==> config.mk <==
export PLATFORM = sky130hd
export DESIGN_NAME = mips_exec_core_flat
export DESIGN_NICKNAME = d
export VERILOG_FILES = /design/src/rtl/mips_exec_core_if.sv /design/src/rtl/mips_exec_core.sv /design/src/flat_wrapper.sv
export SDC_FILE = /design/constraint.sdc
export NUM_CORES = 2
export LEC_CHECK = 0
export BUFFER_PORTS_ARGS = -buffer_cell sky130_fd_sc_hd__clkbuf_2
export CAP_MARGIN = 5
export CORE_ASPECT_RATIO = 0.5
export CORE_MARGIN = 1
export CORE_UTILIZATION = 41
export CTS_BUF_LIST = sky130_fd_sc_hd__clkbuf_4 sky130_fd_sc_hd__clkbuf_8 sky130_fd_sc_hd__clkbuf_16
export DETAILED_ROUTE_END_ITERATION = 10
export GPL_ROUTABILITY_DRIVEN = 0
export PLACE_DENSITY_LB_ADDON = 0.1
export SLEW_MARGIN = 30
export SYNTH_ARGS = -nofsm -noshare
export SYNTH_HDL_FRONTEND = slang
export SYNTH_SLANG_ARGS = --single-unit
==> constraint.sdc <==
create_clock -name CLK -period 5.15 [get_ports CLK]
set_input_delay 0.515 -clock CLK [delete_from_list [all_inputs] [get_ports CLK]]
set_output_delay 0.515 -clock CLK [all_outputs]
set_load 0.05 [all_outputs]
==> src/rtl/mips_exec_core_if.sv <==
// Instruction issue and result bus of mips_exec_core.
// Handshake: an instruction transfers on a rising CLK edge where both
// instr_valid and instr_ready are high; the master holds INSTRUCTION stable
// while instr_valid is high. result_valid is a one-cycle pulse with no
// backpressure; ALUOut, Zero, Overflow, Illegal and wb_rd are meaningful
// during that pulse.
interface mips_exec_core_if #(
  parameter int DATA_W = 32,
  parameter int REG_AW = 5
);
  logic [31:0]       INSTRUCTION;
  logic              instr_valid;
  logic              instr_ready;
  logic              result_valid;
  logic [DATA_W-1:0] ALUOut;
  logic              Zero;
  logic              Overflow;
  logic              Illegal;
  logic [REG_AW-1:0] wb_rd;

  modport master (
    output INSTRUCTION, instr_valid,
    input  instr_ready, result_valid, ALUOut, Zero, Overflow, Illegal, wb_rd
  );

  modport slave (
    input  INSTRUCTION, instr_valid,
    output instr_ready, result_valid, ALUOut, Zero, Overflow, Illegal, wb_rd
  );
endinterface

==> src/rtl/mips_exec_core.sv <==
// Multi-cycle MIPS R-type execution core: register file, four-state
// IDLE/DECODE/EXECUTE/WRITEBACK sequencer, ALU with status flags.
module mips_exec_core #(
  parameter int DATA_W = 32,
  parameter int REG_AW = 5
) (
  input  logic               CLK,
  input  logic               RESET,
  mips_exec_core_if.slave    bus,
  input  logic               load_en,
  input  logic [REG_AW-1:0]  load_addr,
  input  logic [DATA_W-1:0]  load_data,
  input  logic [REG_AW-1:0]  dbg_addr,
  output logic [DATA_W-1:0]  dbg_data,
  output logic [1:0]         dbg_state
);
  localparam int NUM_REGS = 2 ** REG_AW;
  localparam int SHW      = $clog2(DATA_W);

  typedef enum logic [1:0] {IDLE, DECODE, EXECUTE, WRITEBACK} state_t;

  state_t            state_q, state_d;
  logic [31:0]       instr_q, instr_d;
  logic [DATA_W-1:0] a_q, a_d, b_q, b_d;
  logic [DATA_W-1:0] alu_q, alu_d;
  logic              zero_q, zero_d, ovf_q, ovf_d, ill_q, ill_d;
  logic [REG_AW-1:0] rd_q, rd_d;
  logic [DATA_W-1:0] regs_q [NUM_REGS];
  logic [DATA_W-1:0] regs_d [NUM_REGS];

  // Fields of the latched instruction word
  logic [5:0]        op, funct, shamt6;
  logic [REG_AW-1:0] rs, rt, rd;
  logic [SHW-1:0]    sh;
  logic              ready;
  logic              unused_bits;

  assign op          = instr_q[31:26];
  assign rs          = instr_q[21 +: REG_AW];
  assign rt          = instr_q[16 +: REG_AW];
  assign rd          = instr_q[11 +: REG_AW];
  assign shamt6      = {1'b0, instr_q[10:6]};
  assign sh          = shamt6[SHW-1:0];  // shift distance is shamt mod DATA_W
  assign funct       = instr_q[5:0];
  assign unused_bits = ^{instr_q, shamt6};

  // ALU: combinational result and flags from the latched operands
  logic [DATA_W-1:0] alu_res, sum, diff;
  logic              alu_ovf, alu_ill;
  always_comb begin
    sum     = a_q + b_q;
    diff    = a_q - b_q;
    alu_res = '0;
    alu_ovf = 1'b0;
    alu_ill = 1'b0;
    if (op != 6'd0) begin
      alu_ill = 1'b1;
    end else begin
      case (funct)
        6'd32: begin
          alu_res = sum;
          alu_ovf = (a_q[DATA_W-1] == b_q[DATA_W-1]) && (sum[DATA_W-1] != a_q[DATA_W-1]);
        end
        6'd33: alu_res = sum;
        6'd34: begin
          alu_res = diff;
          alu_ovf = (a_q[DATA_W-1] != b_q[DATA_W-1]) && (diff[DATA_W-1] != a_q[DATA_W-1]);
        end
        6'd35: alu_res = diff;
        6'd36: alu_res = a_q & b_q;
        6'd37: alu_res = a_q | b_q;
        6'd38: alu_res = a_q ^ b_q;
        6'd39: alu_res = ~(a_q | b_q);
        6'd42: alu_res = {{(DATA_W-1){1'b0}}, ($signed(a_q) < $signed(b_q))};
        6'd43: alu_res = {{(DATA_W-1){1'b0}}, (a_q < b_q)};
        6'd0:  alu_res = b_q << sh;
        6'd2:  alu_res = b_q >> sh;
        6'd3:  alu_res = $unsigned($signed(b_q) >>> sh);
        default: alu_ill = 1'b1;
      endcase
    end
  end

  // Loads are only taken in IDLE and then block issue for that cycle
  assign ready = (state_q == IDLE) && !load_en;

  // Sequencer next state, operand/result capture and register file writes
  always_comb begin
    state_d = state_q;
    instr_d = instr_q;
    a_d     = a_q;
    b_d     = b_q;
    alu_d   = alu_q;
    zero_d  = zero_q;
    ovf_d   = ovf_q;
    ill_d   = ill_q;
    rd_d    = rd_q;
    regs_d  = regs_q;
    case (state_q)
      IDLE: begin
        if (load_en && (load_addr != '0)) regs_d[load_addr] = load_data;
        if (bus.instr_valid && ready) begin
          instr_d = bus.INSTRUCTION;
          state_d = DECODE;
        end
      end
      DECODE: begin
        a_d     = regs_q[rs];
        b_d     = regs_q[rt];
        state_d = EXECUTE;
      end
      EXECUTE: begin
        alu_d   = alu_res;
        zero_d  = (alu_res == '0);
        ovf_d   = alu_ovf;
        ill_d   = alu_ill;
        rd_d    = rd;
        state_d = WRITEBACK;
      end
      WRITEBACK: begin
        // Overflowing or illegal results are shown but never committed
        if (!ill_q && !ovf_q && (rd_q != '0)) regs_d[rd_q] = alu_q;
        state_d = IDLE;
      end
      default: state_d = IDLE;
    endcase
  end

  // State registers with synchronous reset clearing everything
  always_ff @(posedge CLK) begin
    if (RESET) begin
      state_q <= IDLE;
      instr_q <= '0;
      a_q     <= '0;
      b_q     <= '0;
      alu_q   <= '0;
      zero_q  <= 1'b0;
      ovf_q   <= 1'b0;
      ill_q   <= 1'b0;
      rd_q    <= '0;
      for (int i = 0; i < NUM_REGS; i++) regs_q[i] <= '0;
    end else begin
      state_q <= state_d;
      instr_q <= instr_d;
      a_q     <= a_d;
      b_q     <= b_d;
      alu_q   <= alu_d;
      zero_q  <= zero_d;
      ovf_q   <= ovf_d;
      ill_q   <= ill_d;
      rd_q    <= rd_d;
      regs_q  <= regs_d;
    end
  end

  assign bus.instr_ready  = ready;
  assign bus.result_valid = (state_q == WRITEBACK);
  assign bus.ALUOut       = alu_q;
  assign bus.Zero         = zero_q;
  assign bus.Overflow     = ovf_q;
  assign bus.Illegal      = ill_q;
  assign bus.wb_rd        = rd_q;
  assign dbg_data         = regs_q[dbg_addr];
  assign dbg_state        = state_q;
endmodule
==> src/flat_wrapper.sv <==
// flat-port wrapper written by rule: the top's interface ports become plain ports
module mips_exec_core_flat 
#(
  parameter int DATA_W = 32,
  parameter int REG_AW = 5
)
  (CLK, RESET, load_en, load_addr, load_data, dbg_addr, dbg_data, dbg_state, bus_INSTRUCTION, bus_instr_valid, bus_instr_ready, bus_result_valid, bus_ALUOut, bus_Zero, bus_Overflow, bus_Illegal, bus_wb_rd);
  mips_exec_core_if #(.DATA_W(DATA_W), .REG_AW(REG_AW)) bus_i ();
  input  logic CLK;
  input  logic RESET;
  input  logic load_en;
  input  logic [REG_AW-1:0] load_addr;
  input  logic [DATA_W-1:0] load_data;
  input  logic [REG_AW-1:0] dbg_addr;
  output logic [DATA_W-1:0] dbg_data;
  output logic [1:0] dbg_state;
  input wire logic [$bits(bus_i.INSTRUCTION)-1:0] bus_INSTRUCTION;
  input wire logic [$bits(bus_i.instr_valid)-1:0] bus_instr_valid;
  output wire logic [$bits(bus_i.instr_ready)-1:0] bus_instr_ready;
  output wire logic [$bits(bus_i.result_valid)-1:0] bus_result_valid;
  output wire logic [$bits(bus_i.ALUOut)-1:0] bus_ALUOut;
  output wire logic [$bits(bus_i.Zero)-1:0] bus_Zero;
  output wire logic [$bits(bus_i.Overflow)-1:0] bus_Overflow;
  output wire logic [$bits(bus_i.Illegal)-1:0] bus_Illegal;
  output wire logic [$bits(bus_i.wb_rd)-1:0] bus_wb_rd;
  assign bus_i.INSTRUCTION = bus_INSTRUCTION;
  assign bus_i.instr_valid = bus_instr_valid;
  assign bus_instr_ready = bus_i.instr_ready;
  assign bus_result_valid = bus_i.result_valid;
  assign bus_ALUOut = bus_i.ALUOut;
  assign bus_Zero = bus_i.Zero;
  assign bus_Overflow = bus_i.Overflow;
  assign bus_Illegal = bus_i.Illegal;
  assign bus_wb_rd = bus_i.wb_rd;
  mips_exec_core #(.DATA_W(DATA_W), .REG_AW(REG_AW)) u_core (.CLK(CLK), .RESET(RESET), .bus(bus_i), .load_en(load_en), .load_addr(load_addr), .load_data(load_data), .dbg_addr(dbg_addr), .dbg_data(dbg_data), .dbg_state(dbg_state));
endmodule
* After elaboration in Yosys (flattened, before gate mapping)
Index checks and enable logic that the tools add are counted.
** Word-level totals
- Logic and storage cells :: 136
- Register bits :: 1162
** Operators by class
- Add/sub/neg operators :: 2
- Multiplexer cells :: 26
- Reduce and logical (&&, ||, !) cells :: 24
- Magnitude comparators :: 9
- Bitwise operators :: 9
- Eq/ne operators :: 22
- Shifts and indexed selects :: 3
** Operators with widths (count)
- $bwmux W1024 :: 2
- $mux W1024 :: 2
- $pmux W1024 S2 :: 1
- $bmux W32 S5 :: 3
- $pmux W32 S11 :: 1
- $demux W32 S5 :: 2
- $mux W32 :: 9
- $lt A32 B32 Y1 :: 2
- $eq A6 B6 Y1 const B :: 10
- $add A32 B32 Y32 :: 1
- $and A32 B32 Y32 :: 1
- $logic_not A32 Y1 :: 1
- $not A32 Y32 :: 1
- $or A32 B32 Y32 :: 1
- $shl A32 B5 Y32 :: 1
- $shr A32 B5 Y32 :: 1
- $sshr A32 B5 Y32 :: 1
- $sub A32 B32 Y32 :: 1
- $xor A32 B32 Y32 :: 1
- $ge A6 B6 Y1 const B :: 5
- $not A5 Y6 :: 5
- $reduce_or A13 Y1 :: 1
- $eq A6 B2 Y1 const B :: 2
- $lt A6 B1 Y1 const B :: 2
- 20 further kinds :: 38

* Depth between registers and ports, before layout
- Depth in word-level cells :: 8
- Gate-level depth with buffers :: 17
- Mapped depth without buffers :: 15

* Worst setup path after synthesis
Ideal clock, no wire load.
- Path kind :: register to register
- Start point :: register u_core.b_q[4]
- End point :: register u_core.zero_q (netlist: u_core.bus.Zero)
- Arrival :: 4.026 ns
- Cell stages (with the launch flop) :: 16
- Period minus slack after synthesis :: 4.088 ns
- Setup slack :: 1.062 ns
- Cells stage by stage :: dfxtp_1 clkbuf_1 inv_1 ha_1 buf_2 nand4_1 a2111oi_2 nor3b_2 o41a_1 a21oi_1 a221oi_1 o31ai_1 mux2_2 o31a_1 nor4_1 a32o_1
** Between the ends
- Cells in the longest elaborated chain, start to end :: 5
** RTL lines
- from (decl) :: RTL line mips_exec_core.sv:24 : logic [DATA_W-1:0] a_q, a_d, b_q, b_d;
- from (signal assigned) :: RTL line mips_exec_core.sv:135 : b_q <= '0;
- from (signal assigned) :: RTL line mips_exec_core.sv:146 : b_q <= b_d;
- branches (longest 2 deep; another with $sub A32 B32 Y32)
- $pmux W32 S11 (*) :: RTL line mips_exec_core.sv:59 : case (funct)
- $mux W32 (*) :: RTL line mips_exec_core.sv:56 : if (op != 6'd0) begin
- $logic_not A32 Y1 (*) :: RTL line mips_exec_core.sv:114 : zero_d = (alu_res == '0);
- to (signal assigned) :: RTL line mips_exec_core.sv:148 : zero_q <= zero_d;
- to (decl) :: RTL line mips_exec_core.sv:26 : logic zero_q, zero_d, ovf_q, ovf_d, ill_q, ill_d;
Every way passes the cells marked *.
A chain may end at the register's enable or synchronous reset.

* Worst setup path in the final report
- Start point :: register u_core.instr_q[7]
- End point :: register u_core.zero_q (netlist: u_core.bus.Zero)
** Between the ends
- Cells in the longest elaborated chain, start to end :: 4
** RTL lines
- from (decl) :: RTL line mips_exec_core.sv:23 : logic [31:0] instr_q, instr_d;
- from (signal assigned) :: RTL line mips_exec_core.sv:144 : instr_q <= instr_d;
- $sshr A32 B5 Y32, or another cell as far along :: RTL line mips_exec_core.sv:78 : 6'd3: alu_res = $unsigned($signed(b_q) >>> sh);
- $pmux W32 S11 (*) :: RTL line mips_exec_core.sv:59
- $mux W32 (*) :: RTL line mips_exec_core.sv:56
- $logic_not A32 Y1 (*) :: RTL line mips_exec_core.sv:114
Mark *: on every way between the ends. The rest lies on a longest branch, timed or not.

==> results.cfg <==
[synthesis]
synth_area_mm2 = 0.0807
yosysSeqAreaShare = 0.288
ys.flop_type = dfxtp_1
yosysTopAreaCellShare = 0.288
ys_ff_latch = 1162
synth-async-reset-ratio = 0
ys_top_cells_by_area = dfxtp_1 (29%), mux4_2 (28%), o221ai_1 (11%)
syn_area_per_cell_um2 = 9.69
synth_warnings = 0
netlist_top_cells_count = nor2_1 (1307), dfxtp_1 (1162), o21ai_0 (1052)
syn_nets = 8522
synth.distinct_cells = 95
synth_cells = 8335
synth_area_leader_cell = dfxtp_1
yosysMostFrequentCell = nor2_1
synth_edf_count = 0

[die]
std_cell_rows = 114
die_x_um = 630
dieArea_mm2 = 0.199
design.core.area_mm2 = 0.194
start_util = 0.415
fp.dieH_um = 316
io_pins = 154

[global_routing]
grt_pass1_vias = 71900
grt_pass1_wl_um = 598000
antenna_found_initial = 31
grt_start_max_net_pins = 185
overflow = 0
track_usage = 0.428

[placement]
place_area_mm2 = 0.0849
hpwl_um = 265000
portBuffers = 153

[cts]
cts_resized = 0
clockRootBuffer = clkbuf_16
cts.clk_slew.worst_paths_ns = 0.07
clock_path_buffers = 3
cts_tree = built
clock_latency_ns = 0.84
h-tree-depth = 3
numCtsBuffers = 117
clock-sinks = 1162

[timing]
grt_setup_unrepaired = false
finalSetupTns_ns = 0
fin_crit_ns = 4.83
slew_headroom = 0.195
fin_crit_sh = 0.938
skew_ns = 0.119
fmax_mhz = 207
drv_slew = 0
tightest_slew_ns = 1.21
timing.hold.ws_ns = 0.0765
finalSetupViolations = 0
final_hold_viol_count = 0

[pwr]
leakage_nw = 28.1
pwr-share-seq = 0.330
swShare = 0.401
power_mw = 31.1
powerDensity_mw_per_mm2 = 348
combPwrFrac = 0.365
ir_worst_vdd_uv = 388
power_switching_mw = 12.5
p_int_mw = 18.6
p_clk_frac = 0.305

[detailed_routing]
maxUsedRoutingLayer = met5
met3_length_um = 78300
first_iter_violations = 14300
firstDrtPassIters = 7
dr_total_vias = 80500
ant_nets = 0
met2WireLength_um = 167000
wl_um = 439000
drt-wirelength-per-cell_um = 41.3
route.detailed.drc = 0
wl_met1_um = 165000
vias_per_cell = 7.58

[setup_path]
arrival_ns = 5.57
setup.worst_path.class = register to register
crit_path_top_delay_cell = a222oi_1
crit_fanout = 18
cp-start-kind = register
path_delay_family = compound AO/OA/AOI/OAI gates
crit_path_max_incr_delay_ns = 0.64
path_buf_inv = 2
end_kind = register
crit_chain = buf_4 -> mux2_2 -> a222oi_1 -> o32ai_1 -> o22ai_1 -> a31oi_1 -> a211oi_2 -> nand4b_1 -> or4_1 -> nor4_1 -> buf_4 -> nand4_1 -> nor4_1 -> a32o_1
worst_ep_required_time_ns = 5.89

[run]
cap_violations = 0

[cells_and_area]
seqCellArea_mm2 = 0.0233
area_growth_syn_to_layout_pct = 10.8
drive_above_1_share = 0.252
final_area_mm2 = 0.0894
multi_input_area_mm2 = 0.0534
fillers = 18500
utilization = 0.460
nNetsFinal = 8102

[status]
status = completed

[hold_path]
hold_path.class = input pin to register
==> registers in the layout, indices dropped and copies added (netlist names) <==
name	count
u_core.bus.Illegal	1
u_core.a_q	32
u_core.b_q	32
u_core.dbg_state	2
u_core.regs_q	1024
u_core.bus.ALUOut	32
u_core.bus.Overflow	1
u_core.bus.wb_rd	5
u_core.bus.Zero	1
u_core.instr_q	32
==> through the flow <==
stage,std cells,setup slack [ns]
after floorplan,8335,1.06
after global routing,10600,0.270
after CTS,10600,0.493
after detailed placement,10400,0.444
final,10600,0.319
after global placement,10400,0.490
==> tightest hold or removal path, delay by kind of cell <==
| kind | cells | cell delay (ns) |
|---|---|---|
| buf+inv | 1 | 0.09 |
| compound gates | 2 | 0.12 |
| simple gates | 2 | 0.16 |
==> layout by cell type (no fill, tap or decap), types with 76 or more instances in the layout <==
master     count
a211oi_1     111
o221ai_1     970
inv_1        101
dfxtp_1     1145
nor2_1      1277
nand2_2       76
clkbuf_16    119
ha_1         104
a21oi_1      187
mux2i_1      159
mux4_2       997
clkbuf_2     147
buf_4        338
o21ai_0     1052
nand2_1      213
==> repair_timing <==
item                                   in CTS  in global routing
endpoints found under the hold margin      30                  0
buffers inserted                            0                  0
hold buffers                               30                  0
==> cell families (layout without fill, tap and decap cells) <==
logic type               count (synthesis)  count (layout)  share of synthesized area
buffers and inverters                 1232             900                     0.0591
adder cells (fa/ha/maj)                109             109                     0.0171
multiplexers                          1233            1233                      0.308
flip-flops                            1162            1162                      0.288
XOR/XNOR                                44              44                    0.00477
other                                    0              11                          0
AO/OA/AOI/OAI                         2658            2658                      0.225
AND/OR/NAND/NOR                       1897            1897                     0.0973
==> layout make-up <==
cell class	count	share of cell area
diodes	11	0.000308
clock buffers	173	0.0393
clock inverters	34	0.00582
inverters	103	0.00432
multi-input cells	5941	0.597
flip-flops and latches	1162	0.261
well taps	2610	0.0365
repair buffers	590	0.0563
==> worst paths after layout <==
path / from / cells past startpoint / slack (ns) / to
worst max-delay path: u_core.instr_q[7]$_SDFFE_PP0P_ / 14 / 0.32 / u_core.bus.Zero$_SDFFE_PP0P_
worst min-delay path: load_data[29] / 5 / 0.08 / u_core.regs_q[29]$_SDFFE_PP0P_
worst max register to register: u_core.instr_q[7]$_SDFFE_PP0P_ / 14 / 0.32 / u_core.bus.Zero$_SDFFE_PP0P_
worst min register to register: u_core.instr_q[26]$_SDFFE_PP0P_ / 2 / 0.46 / u_core.instr_q[26]$_SDFFE_PP0P_
==> power by group through the flow <==
stage          logic [mW]  clock network, mW  registers [mW]
6_report             11.3               9.47            10.3
5_1_grt              11.9               9.80            10.3
4_1_cts              10.9               9.42            10.2
3_5_place_dp         10.9                  0            10.4
3_3_place_gp         10.9                  0            10.4
2_1_floorplan        7.26                  0            10.1
==> layer usage <==
| layer | vias up | GRT usage |
|---|---|---|
| met5 | - | 0.0123 |
| met4 | 46 | 0.239 |
| met3 | 1332 | 0.214 |
| met2 | 6968 | 0.556 |
| met1 | 40300 | 0.567 |
| li1 | 31900 | - |
Note: power is estimated with default switching activity, not from simulation.
